<file path="src/rtl/fetch_pkg.sv">
// Shared types and constants for the instruction-fetch stage.
// Imported by fetch_buffer and fetch_unit.
package fetch_pkg;

    localparam int          FETCH_XLEN = 32;
    localparam logic [31:0] NOP_INSTR  = 32'h0000_0013;
    localparam int          PC_INCR    = 4;

    typedef enum logic [1:0] {
        IDLE,
        FETCH,
        WAIT,
        FLUSH
    } fetch_state_t;

    typedef struct packed {
        logic [31:0]           instr;
        logic [FETCH_XLEN-1:0] pc;
    } fetch_entry_t;

endpackage

</file>
<file path="src/rtl/fetch_unit_if.sv">
// Fetch-stage bus bundle: imem request/response, redirect input and decode handshake.
// master = fetch unit side, slave = memory/decode/branch environment.
interface fetch_unit_if #(
    parameter int XLEN = 32
);

    logic            imem_req_valid;
    logic            imem_req_ready;
    logic [XLEN-1:0] imem_addr;
    logic            imem_rsp_valid;
    logic [31:0]     imem_rsp_data;
    logic            pc_src;
    logic [XLEN-1:0] pc_target;
    logic            instr_valid;
    logic            instr_ready;
    logic [31:0]     instr;
    logic [XLEN-1:0] instr_pc;
    logic            misalign_err;

    modport master (
        output imem_req_valid, imem_addr, instr_valid, instr, instr_pc, misalign_err,
        input  imem_req_ready, imem_rsp_valid, imem_rsp_data, pc_src, pc_target, instr_ready
    );

    modport slave (
        input  imem_req_valid, imem_addr, instr_valid, instr, instr_pc, misalign_err,
        output imem_req_ready, imem_rsp_valid, imem_rsp_data, pc_src, pc_target, instr_ready
    );

endinterface

</file>
<file path="src/rtl/fetch_buffer.sv">
// Circular FIFO of fetched instructions with head presented combinationally.
// flush empties the FIFO and overrides any push/pop in the same cycle.
module fetch_buffer
    import fetch_pkg::*;
#(
    parameter int  BUF_DEPTH = 2,
    parameter type entry_t   = fetch_entry_t
) (
    input  logic                       clk,
    input  logic                       rst,
    input  logic                       push,
    input  entry_t                     push_data,
    input  logic                       pop,
    input  logic                       flush,
    output logic [$clog2(BUF_DEPTH):0] count,
    output entry_t                     head
);

    localparam int PTR_W = $clog2(BUF_DEPTH);
    localparam int CNT_W = PTR_W + 1;

    entry_t           mem [BUF_DEPTH];
    logic [PTR_W-1:0] rd_ptr;
    logic [PTR_W-1:0] wr_ptr;
    logic             do_pop;

    assign do_pop = pop && (count != '0);
    assign head   = mem[rd_ptr];

    always_ff @(posedge clk or posedge rst) begin
        if (rst) begin
            rd_ptr <= '0;
            wr_ptr <= '0;
            count  <= '0;
        end else if (flush) begin
            rd_ptr <= '0;
            wr_ptr <= '0;
            count  <= '0;
        end else begin
            if (push)
                wr_ptr <= wr_ptr + PTR_W'(1);
            if (do_pop)
                rd_ptr <= rd_ptr + PTR_W'(1);
            count <= count + CNT_W'(push) - CNT_W'(do_pop);
        end
    end

    // Payload storage carries no reset; validity is tracked by count alone.
    always_ff @(posedge clk) begin
        if (push && !flush)
            mem[wr_ptr] <= push_data;
    end

`ifndef SYNTHESIS
    push_when_full: assert property (@(posedge clk) disable iff (rst)
        (push && !flush) |-> (count != CNT_W'(BUF_DEPTH)));
`endif

endmodule

</file>
<file path="src/rtl/fetch_unit.sv">
// Instruction fetch stage: owns the PC, issues one imem request at a time and
// buffers returned words for decode. Build option: FETCH_MISALIGN_CHK_EN.
module fetch_unit
    import fetch_pkg::*;
#(
    parameter int              XLEN      = 32,
    parameter logic [XLEN-1:0] RESET_PC  = '0,
    parameter int              BUF_DEPTH = 2
) (
    input logic          clk,
    input logic          rst,
    fetch_unit_if.master bus
);

    localparam int CNT_W = $clog2(BUF_DEPTH) + 1;

    typedef struct packed {
        logic [31:0]     instr;
        logic [XLEN-1:0] pc;
    } entry_t;

    fetch_state_t     state;
    logic [XLEN-1:0]  pc;
    logic [XLEN-1:0]  req_pc;
    logic [XLEN-1:0]  redir_pc;
    logic             misalign_q;
    logic             bad_target;
    logic             halt_next;
    logic             outstanding;
    logic             has_room;
    logic             req_fire;
    logic             push;
    logic             pop;
    logic [CNT_W-1:0] count;
    entry_t           head;
    entry_t           push_entry;

`ifdef FETCH_MISALIGN_CHK_EN
    assign bad_target = bus.pc_src && (bus.pc_target[1:0] != 2'b00);
`else
    assign bad_target = 1'b0;
`endif
    // PC stays word aligned; a misaligned target only matters to the check above.
    assign redir_pc  = bus.pc_target & ~XLEN'(3);
    assign halt_next = misalign_q || bad_target;

    assign outstanding        = (state == WAIT) || (state == FLUSH);
    assign has_room           = (count + CNT_W'(outstanding)) < CNT_W'(BUF_DEPTH);
    assign bus.imem_req_valid = (state == FETCH) && has_room && !bus.pc_src;
    assign bus.imem_addr      = pc;
    assign req_fire           = bus.imem_req_valid && bus.imem_req_ready;

    // A response landing in a redirect cycle is stale and never enters the buffer.
    assign push       = (state == WAIT) && bus.imem_rsp_valid && !bus.pc_src;
    assign pop        = bus.instr_valid && bus.instr_ready && !bus.pc_src;
    assign push_entry = '{instr: bus.imem_rsp_data, pc: req_pc};

    fetch_buffer #(
        .BUF_DEPTH (BUF_DEPTH),
        .entry_t   (entry_t)
    ) u_buf (
        .clk       (clk),
        .rst       (rst),
        .push      (push),
        .push_data (push_entry),
        .pop       (pop),
        .flush     (bus.pc_src),
        .count     (count),
        .head      (head)
    );

    assign bus.instr_valid  = (count != '0);
    assign bus.instr        = bus.instr_valid ? head.instr : NOP_INSTR;
    assign bus.instr_pc     = bus.instr_valid ? head.pc : RESET_PC;
    assign bus.misalign_err = misalign_q;

    always_ff @(posedge clk or posedge rst) begin
        if (rst) begin
            state      <= IDLE;
            pc         <= RESET_PC;
            req_pc     <= RESET_PC;
            misalign_q <= 1'b0;
        end else begin
            if (bus.pc_src) begin
                pc <= redir_pc;
                if (bad_target)
                    misalign_q <= 1'b1;
            end else if (req_fire) begin
                req_pc <= pc;
                pc     <= pc + XLEN'(PC_INCR);
            end

            case (state)
                IDLE: begin
                    if (!halt_next)
                        state <= FETCH;
                end
                FETCH: begin
                    if (bad_target)
                        state <= IDLE;
                    else if (req_fire)
                        state <= WAIT;
                end
                WAIT: begin
                    if (bus.imem_rsp_valid)
                        state <= halt_next ? IDLE : FETCH;
                    else if (bus.pc_src)
                        state <= FLUSH;
                end
                FLUSH: begin
                    // Redirects here keep waiting; the pending response is still discarded.
                    if (bus.imem_rsp_valid)
                        state <= halt_next ? IDLE : FETCH;
                end
                default: state <= IDLE;
            endcase
        end
    end

endmodule
</file>
<file path="src/flat_wrapper.sv">
// flat-port wrapper written by rule: the top's interface ports become plain ports
module fetch_unit_flat import fetch_pkg::*;
#(
    parameter int              XLEN      = 32,
    parameter logic [XLEN-1:0] RESET_PC  = '0,
    parameter int              BUF_DEPTH = 2
)
  (clk, rst, bus_imem_req_valid, bus_imem_addr, bus_instr_valid, bus_instr, bus_instr_pc, bus_misalign_err, bus_imem_req_ready, bus_imem_rsp_valid, bus_imem_rsp_data, bus_pc_src, bus_pc_target, bus_instr_ready);
  fetch_unit_if #(.XLEN(XLEN)) bus_i ();
  input logic clk;
  input logic rst;
  output wire logic [$bits(bus_i.imem_req_valid)-1:0] bus_imem_req_valid;
  output wire logic [$bits(bus_i.imem_addr)-1:0] bus_imem_addr;
  output wire logic [$bits(bus_i.instr_valid)-1:0] bus_instr_valid;
  output wire logic [$bits(bus_i.instr)-1:0] bus_instr;
  output wire logic [$bits(bus_i.instr_pc)-1:0] bus_instr_pc;
  output wire logic [$bits(bus_i.misalign_err)-1:0] bus_misalign_err;
  input wire logic [$bits(bus_i.imem_req_ready)-1:0] bus_imem_req_ready;
  input wire logic [$bits(bus_i.imem_rsp_valid)-1:0] bus_imem_rsp_valid;
  input wire logic [$bits(bus_i.imem_rsp_data)-1:0] bus_imem_rsp_data;
  input wire logic [$bits(bus_i.pc_src)-1:0] bus_pc_src;
  input wire logic [$bits(bus_i.pc_target)-1:0] bus_pc_target;
  input wire logic [$bits(bus_i.instr_ready)-1:0] bus_instr_ready;
  assign bus_imem_req_valid = bus_i.imem_req_valid;
  assign bus_imem_addr = bus_i.imem_addr;
  assign bus_instr_valid = bus_i.instr_valid;
  assign bus_instr = bus_i.instr;
  assign bus_instr_pc = bus_i.instr_pc;
  assign bus_misalign_err = bus_i.misalign_err;
  assign bus_i.imem_req_ready = bus_imem_req_ready;
  assign bus_i.imem_rsp_valid = bus_imem_rsp_valid;
  assign bus_i.imem_rsp_data = bus_imem_rsp_data;
  assign bus_i.pc_src = bus_pc_src;
  assign bus_i.pc_target = bus_pc_target;
  assign bus_i.instr_ready = bus_instr_ready;
  fetch_unit #(.XLEN(XLEN), .RESET_PC(RESET_PC), .BUF_DEPTH(BUF_DEPTH)) u_core (.clk(clk), .rst(rst), .bus(bus_i));
endmodule
</file>
<file path="config.mk">
export PLATFORM = sky130hd
export DESIGN_NAME = fetch_unit_flat
export DESIGN_NICKNAME = d
export VERILOG_FILES = /design/src/rtl/fetch_pkg.sv /design/src/rtl/fetch_unit_if.sv /design/src/rtl/fetch_buffer.sv /design/src/rtl/fetch_unit.sv /design/src/flat_wrapper.sv
export SDC_FILE = /design/constraint.sdc
export NUM_CORES = 1
export LEC_CHECK = 0
export CELL_PAD_IN_SITES_DETAIL_PLACEMENT = 1
export CELL_PAD_IN_SITES_GLOBAL_PLACEMENT = 1
export CORE_MARGIN = 4
export CORE_UTILIZATION = 42
export DETAILED_ROUTE_END_ITERATION = 6
export GPL_ROUTABILITY_DRIVEN = 0
export PLACE_DENSITY_LB_ADDON = 0.12
export SETUP_SLACK_MARGIN = 0.02
export SLEW_MARGIN = 30
export SYNTH_ARGS = -nofsm -noshare
export SYNTH_HDL_FRONTEND = slang
export SYNTH_HIERARCHICAL = 1
export SYNTH_SLANG_ARGS = --single-unit
export TNS_END_PERCENT = 10
</file>
<file path="constraint.sdc">
create_clock -name clk -period 9.03 [get_ports clk]
set_clock_uncertainty 0.2 [all_clocks]
set_input_delay 0.903 -clock clk [delete_from_list [all_inputs] [get_ports clk]]
set_output_delay 0.903 -clock clk [all_outputs]
set_load 0.03 [all_outputs]
</file>
After elaboration in Yosys (flattened, before gate mapping)
Memory sizes are Yosys's and may differ from the RTL's.
Index checks and enable logic that the tools add are counted.
{"block": "totals", "ff_bits": 70, "ram_bits": 128, "in_bits": 70, "out_inout_bits": 99, "elab_cells": 55, "memories": 1}
{"block": "classes", "add_sub_neg": 6, "magnitude_cmp": 1, "n_eq_ne": 6, "mux": 16, "n_bitwise": 1, "reduce_logical": 18}
{"name": "u_core.u_buf.mem", "words": 2, "width": 64, "rd": 1, "rd_clocked_by_memory_dff": 0, "wr": 1, "line": "fetch_buffer.sv:22", "text": "entry_t mem [BUF_DEPTH];"}
{"op": "32-bit two-way mux", "n": 4}
{"op": "32-bit by 3-bit adder with 32-bit output (second input constant)", "n": 1}
{"op": "2-bit two-way mux", "n": 5}
{"op": "1-bit logical AND", "n": 9}
{"op": "2-bit case mux with 4 select lines", "n": 1}
{"op": "2-bit nonzero test", "n": 4}
{"op": "1-bit two-way mux", "n": 6}
{"op": "2-bit by 1-bit adder with 2-bit output", "n": 2}
{"op": "2-bit == test (second input constant)", "n": 2}
{"op": "3-bit != test (second input constant)", "n": 1}
{"op": "3-bit AND reduction", "n": 1}
{"op": "1-bit adder (second input constant)", "n": 2}
{"op": "2-bit by 1-bit == test with 1-bit output (second input constant)", "n": 1}
{"op": "2-bit logical NOT", "n": 1}
{"op": "2-bit less-than comparator (second input constant)", "n": 1}
{"op": "2-bit by 1-bit != test with 1-bit output (second input constant)", "n": 1}
{"op": "2-bit != test (second input constant)", "n": 1}
{"op": "2-bit AND reduction", "n": 1}
{"op": "2-bit by 1-bit subtractor with 2-bit output", "n": 1}
{"op": "1-bit logical NOT", "n": 1}
{"op": "1-bit logical OR", "n": 1}
{"op": "1-bit inverter", "n": 1}

Logic depth before layout (Yosys ltp)
{"block": "logic_depth", "ltp_word": 9, "ltp_mapped": 10, "mapped_depth_nobuf": 8}

Cells and area by module
Netlist, hierarchy kept.
{"mod": "fetch_buffer", "n_inst": 1, "cells_per_inst": 219, "area_per_inst_um2": 4857.2, "seq_area_each_um2": 3943.8}
{"mod": "fetch_unit", "n_inst": 1, "cells_per_inst": 431, "area_per_inst_um2": 3584.7, "seq_area_each_um2": 1551.5}

Worst setup path after synthesis
OpenSTA, ideal clock, no wires.
{"block": "synth_timing", "path_kind": "input to register", "from": "input bus_pc_src", "to": "memory u_core/u_buf/mem[0][0] (netlist bit) (enable)", "setup_ns": 0.579, "t_arrival_ns": 6.378, "t_required_ns": 8.251, "setup_slack_ns": 1.872, "path_stages": 5, "n_path_buf": 2, "path_cell_list": "buf_2 -> clkinv_1 -> clkbuf_1 -> and3_1 -> nor3b_1"}
{"block": "synth_via", "elab_chain_len": 5}
{"element": "start, declared", "line": "flat_wrapper.sv:21", "text": "input wire logic [$bits(bus_i.pc_src)-1:0] bus_pc_src;"}
{"element": "1-bit logical NOT", "line": "fetch_unit.sv:54", "text": "assign push = (state == WAIT) && bus.imem_rsp_valid && !bus.pc_src;"}
{"element": "1-bit logical AND", "line": "fetch_unit.sv:54"}
{"element": "named net u_core.push", "line": "fetch_unit.sv:32", "text": "logic push;"}
{"element": "1-bit logical AND", "line": "fetch_buffer.sv:50", "text": "if (push && !flush)"}
{"element": "1-bit two-way mux", "line": "fetch_buffer.sv:50"}
{"element": "1-bit two-way mux (implied by the code)", "line": "fetch_buffer.sv:51", "text": "mem[wr_ptr] <= push_data;"}
{"element": "end, declared", "line": "fetch_buffer.sv:22"}
The timed path passes the listed nets, and every way through them passes these cells.

Worst setup path in the final report
{"block": "layout_timing", "from": "input bus_pc_src", "to": "output bus_imem_req_valid"}
{"block": "layout_via", "elab_chain_len": 2}
{"element": "1-bit logical NOT", "line": "fetch_unit.sv:49", "text": "assign bus.imem_req_valid = (state == FETCH) && has_room && !bus.pc_src;"}
{"element": "1-bit logical AND", "line": "fetch_unit.sv:49"}
{"element": "end, declared", "line": "flat_wrapper.sv:12", "text": "output wire logic [$bits(bus_i.imem_req_valid)-1:0] bus_imem_req_valid;"}
No other way between the ends.

==> results.rst <==
.. list-table::
   :header-rows: 1

   * - Metric
     - Value
   * - Result of the run
     - complete, no violations
   * - Startpoint class of the critical path
     - input port
   * - Portion of the post-synthesis area used by sequential elements
     - 65.1%
   * - Drt initial violations
     - 194
   * - Kind of end point of the critical path
     - primary output
   * - Net total in the final layout
     - 887
   * - Stage delay of the slowest cell on the critical path
     - 0.66 ns
   * - Chip height
     - roughly 150 µm
   * - Post-CTS sizing
     - 0
   * - Type of the worst setup path
     - input port to primary output
   * - Crit path max-delay cell type
     - sky130_fd_sc_hd__clkinv_1
   * - Clock transition at the registers of the reported paths
     - 0.07 ns
   * - Mean routed wirelength per cell
     - just under 20 µm
   * - Maximum number of pins on one net before global-route repair
     - 67
   * - Core footprint
     - 19,600 µm²
   * - Power density relative to cell area
     - 211 nW/µm²
   * - Total number of vias
     - roughly 5,600
   * - Worst slew pin tran
     - 0.966 ns
   * - RSZ-0062 raised after global routing
     - no
   * - Insertion delay to the later sink of the worst-skew pair
     - 0.42 ns
   * - Setup slack of the critical path after layout
     - 4.49 ns
   * - Vias per Instance
     - 5.17
   * - Most common library cell in the layout ignoring fill and taps
     - sky130_fd_sc_hd__clkdlybuf4s50_1
   * - Ys async rst share
     - 34.0%
   * - Post-synthesis to final-layout area growth
     - 29.6%
   * - Length of the first detailed-routing pass in iterations
     - 4
   * - Synth Flop Type
     - sky130_fd_sc_hd__edfxtp_1
   * - Share of layout cells above drive strength 1
     - between 10% and 20%
   * - Relative slew slack
     - 35.6%
   * - Post-route antenna net violation count
     - 0
   * - Crit path cell chain
     - clkdlybuf4s50_1 > buf_4 > clkinv_1 > and3_1 > clkdlybuf4s50_1
   * - Cell family with most CP delay
     - buffers and inverters
   * - Number of synthesized register bits
     - 194
   * - Sum of net half-perimeters after detailed placement
     - between 10,000 and 15,000 µm
   * - Via count of the first global-routing pass
     - 6,188
   * - Remaining routing DRC violations
     - 0
   * - Routed WL
     - ~21,000 µm
   * - Starting utilization of the core area
     - 43.1%
   * - CTS hold repair buffers
     - 0
   * - Standard-cell rows
     - 51
   * - Number of distinct library cells after synthesis
     - 55
   * - CTS Sinks
     - between 150 and 200
   * - Final setup violation count
     - 0
   * - Total of max-cap violations
     - 0
   * - Die Area
     - 22,400 µm²
   * - Highest net fanout along the worst path
     - 42
   * - Data required, critical path
     - between 7 and 8 ns
   * - Slew Viols, Final
     - 0
   * - Leakage power summed over all cells
     - between 0.004 and 0.005 µW
   * - Hold Path Class
     - flip-flop to flip-flop
   * - Final-report hold violation count
     - 0
   * - Fraction of the cycle the final worst path needs
     - 50.2%
   * - Worst Path Buf+Inv
     - 4
   * - Worst Path Arrival
     - roughly 3.4 ns
   * - GRT Resource Usage Total
     - 19.1%
   * - First-pass GRT wire length
     - between 30,000 and 40,000 µm
   * - Number of input and output port buffers inserted
     - 163
   * - Pre-CTS setup slack
     - 4.50 ns
   * - Htree depth
     - 4
   * - Cell area after technology mapping
     - approximately 8400 µm²
   * - Synthesis Warnings
     - 6
   * - Number of buffers inserted by post-CTS setup repair
     - 0
   * - Commonest cells after routing, fill and taps aside
     - sky130_fd_sc_hd__clkdlybuf4s50_1, sky130_fd_sc_hd__edfxtp_1, sky130_fd_sc_hd__nand2_1
   * - Syn Inst Count
     - 650
   * - Clk root buf
     - sky130_fd_sc_hd__clkbuf_16
   * - Post-layout min period
     - 4.54 ns
   * - Maximum count of clock buffers along a single path
     - 2
   * - Post-route setup TNS
     - 0 ns
   * - EDFF count, synth
     - around 130
   * - Cell occurring most often along the worst timing path
     - sky130_fd_sc_hd__clkdlybuf4s50_1
   * - Worst-case vdd ir drop
     - 0.163 mV
   * - CTS tree
     - built
   * - Average footprint of a synthesized cell
     - 13.0 µm²
   * - Filler instances
     - 2,018
   * - Grt total ovfl
     - 0
   * - IO Count
     - 169
   * - Number of antenna violations at the first check in global routing
     - 1
   * - Die X
     - roughly 150 µm
   * - Number of buffers inserted during clock tree synthesis
     - 17
   * - Highest achievable clock rate
     - around 220 MHz
[worst register-to-register path: cells and delay by family, from the launching register on]
family                   cells  cell delay (ns)
AO/OA/AOI/OAI                3             0.61
multiplexers                 1             0.36
buffers and inverters        2             0.38
adder cells (fa/ha/maj)      1             0.20
flip-flops                   1             0.42
AND/OR/NAND/NOR              1             0.64
[per-stage QoR]
stage	std cells	hold slack [ns]	utilization (%)	total power [µW]	instance area, µm²
after global routing	1089	0.293	55.8	2410	10900
after global placement	1056	0.251	52.6	1520	10300
after CTS	1089	0.275	55.8	2330	10900
after detailed placement	1057	0.262	52.7	1550	10300
after floorplan	656	0.242	-	1370	8460
final	1090	0.269	55.8	2300	10900
[state kept, by name (all words and copies together), names as in the netlist]
name,count
u_core/u_buf/count,2
u_core/state,2
u_core/u_buf/mem,128
u_core/req_pc,30
u_core/u_buf/wr_ptr,1
u_core/bus.imem_addr,30
u_core/u_buf/rd_ptr,1
[path summary, 6_finish.rpt]
check / start / endpoint / slack [ns] / cells past startpoint
worst max-delay path: bus_pc_src / bus_imem_req_valid / 4.49 / 5
worst min-delay path: u_core/req_pc[25] / u_core/u_buf/mem[0][25] / 0.27 / 0
worst max register to register: u_core/state[0] / u_core/bus.imem_addr[8] / 6.10 / 8
worst min register to register: u_core/req_pc[25] / u_core/u_buf/mem[0][25] / 0.27 / 0
max in group asynchronous: rst / u_core/bus.imem_addr[24] / 7.18 / 3
min in group asynchronous: rst / u_core/u_buf/count[0] / 0.52 / 2
[routing by layer]
metal	wire length [µm]	GRT usage, %
met1	8830	23.7
met4	205	5.03
met2	10800	33.8
met5	12	0
met3	1080	4.27
[Yosys cell counts (8+ instances only)]
cell type	instances	area share, %
sky130_fd_sc_hd__mux2_2	66	8.8
sky130_fd_sc_hd__inv_1	10	0.44
sky130_fd_sc_hd__nand2_1	126	5.6
sky130_fd_sc_hd__clkbuf_1	12	0.53
sky130_fd_sc_hd__nand3_1	20	1.2
sky130_fd_sc_hd__o311ai_0	10	1.0
sky130_fd_sc_hd__edfxtp_1	128	46
sky130_fd_sc_hd__buf_2	13	0.77
sky130_fd_sc_hd__o21ai_0	18	1.1
sky130_fd_sc_hd__nor2_1	16	0.71
sky130_fd_sc_hd__o211ai_1	11	0.98
sky130_fd_sc_hd__and2_1	62	4.6
sky130_fd_sc_hd__dfrtp_1	66	20
sky130_fd_sc_hd__nand4_1	8	0.59
[power by group]
group	switching, µW	internal (µW)
Sequential	92.7	1070
Combinational	214	147
Clock	352	424
Total	659	1640
[area by class of cell]
type                       instances  area, µm²  area share [%]
multi-input combinational        416       2750            25.1
tap                              265        332            3.03
antenna                            1       2.50          0.0229
inverter                          11       41.3           0.377
clock buffer                      17        425            3.89
timing repair buffer             171       1700            15.6
sequential                       194       5500            50.3
clock inverter                    15        185            1.69
[logic make-up (layout without fill, tap and decap cells)]
kind of cell	after synthesis	count (layout)	share of synthesized area, %
simple gates	270	270	16.3
flops	194	194	65.1
mux	68	68	9.09
compound gates	60	60	4.98
buf+inv	46	214	2.88
fa+ha+maj	6	6	0.889
xor+xnor	5	5	0.682
other cells	1	8	0.0444
Power figures use the tool's default switching activity.
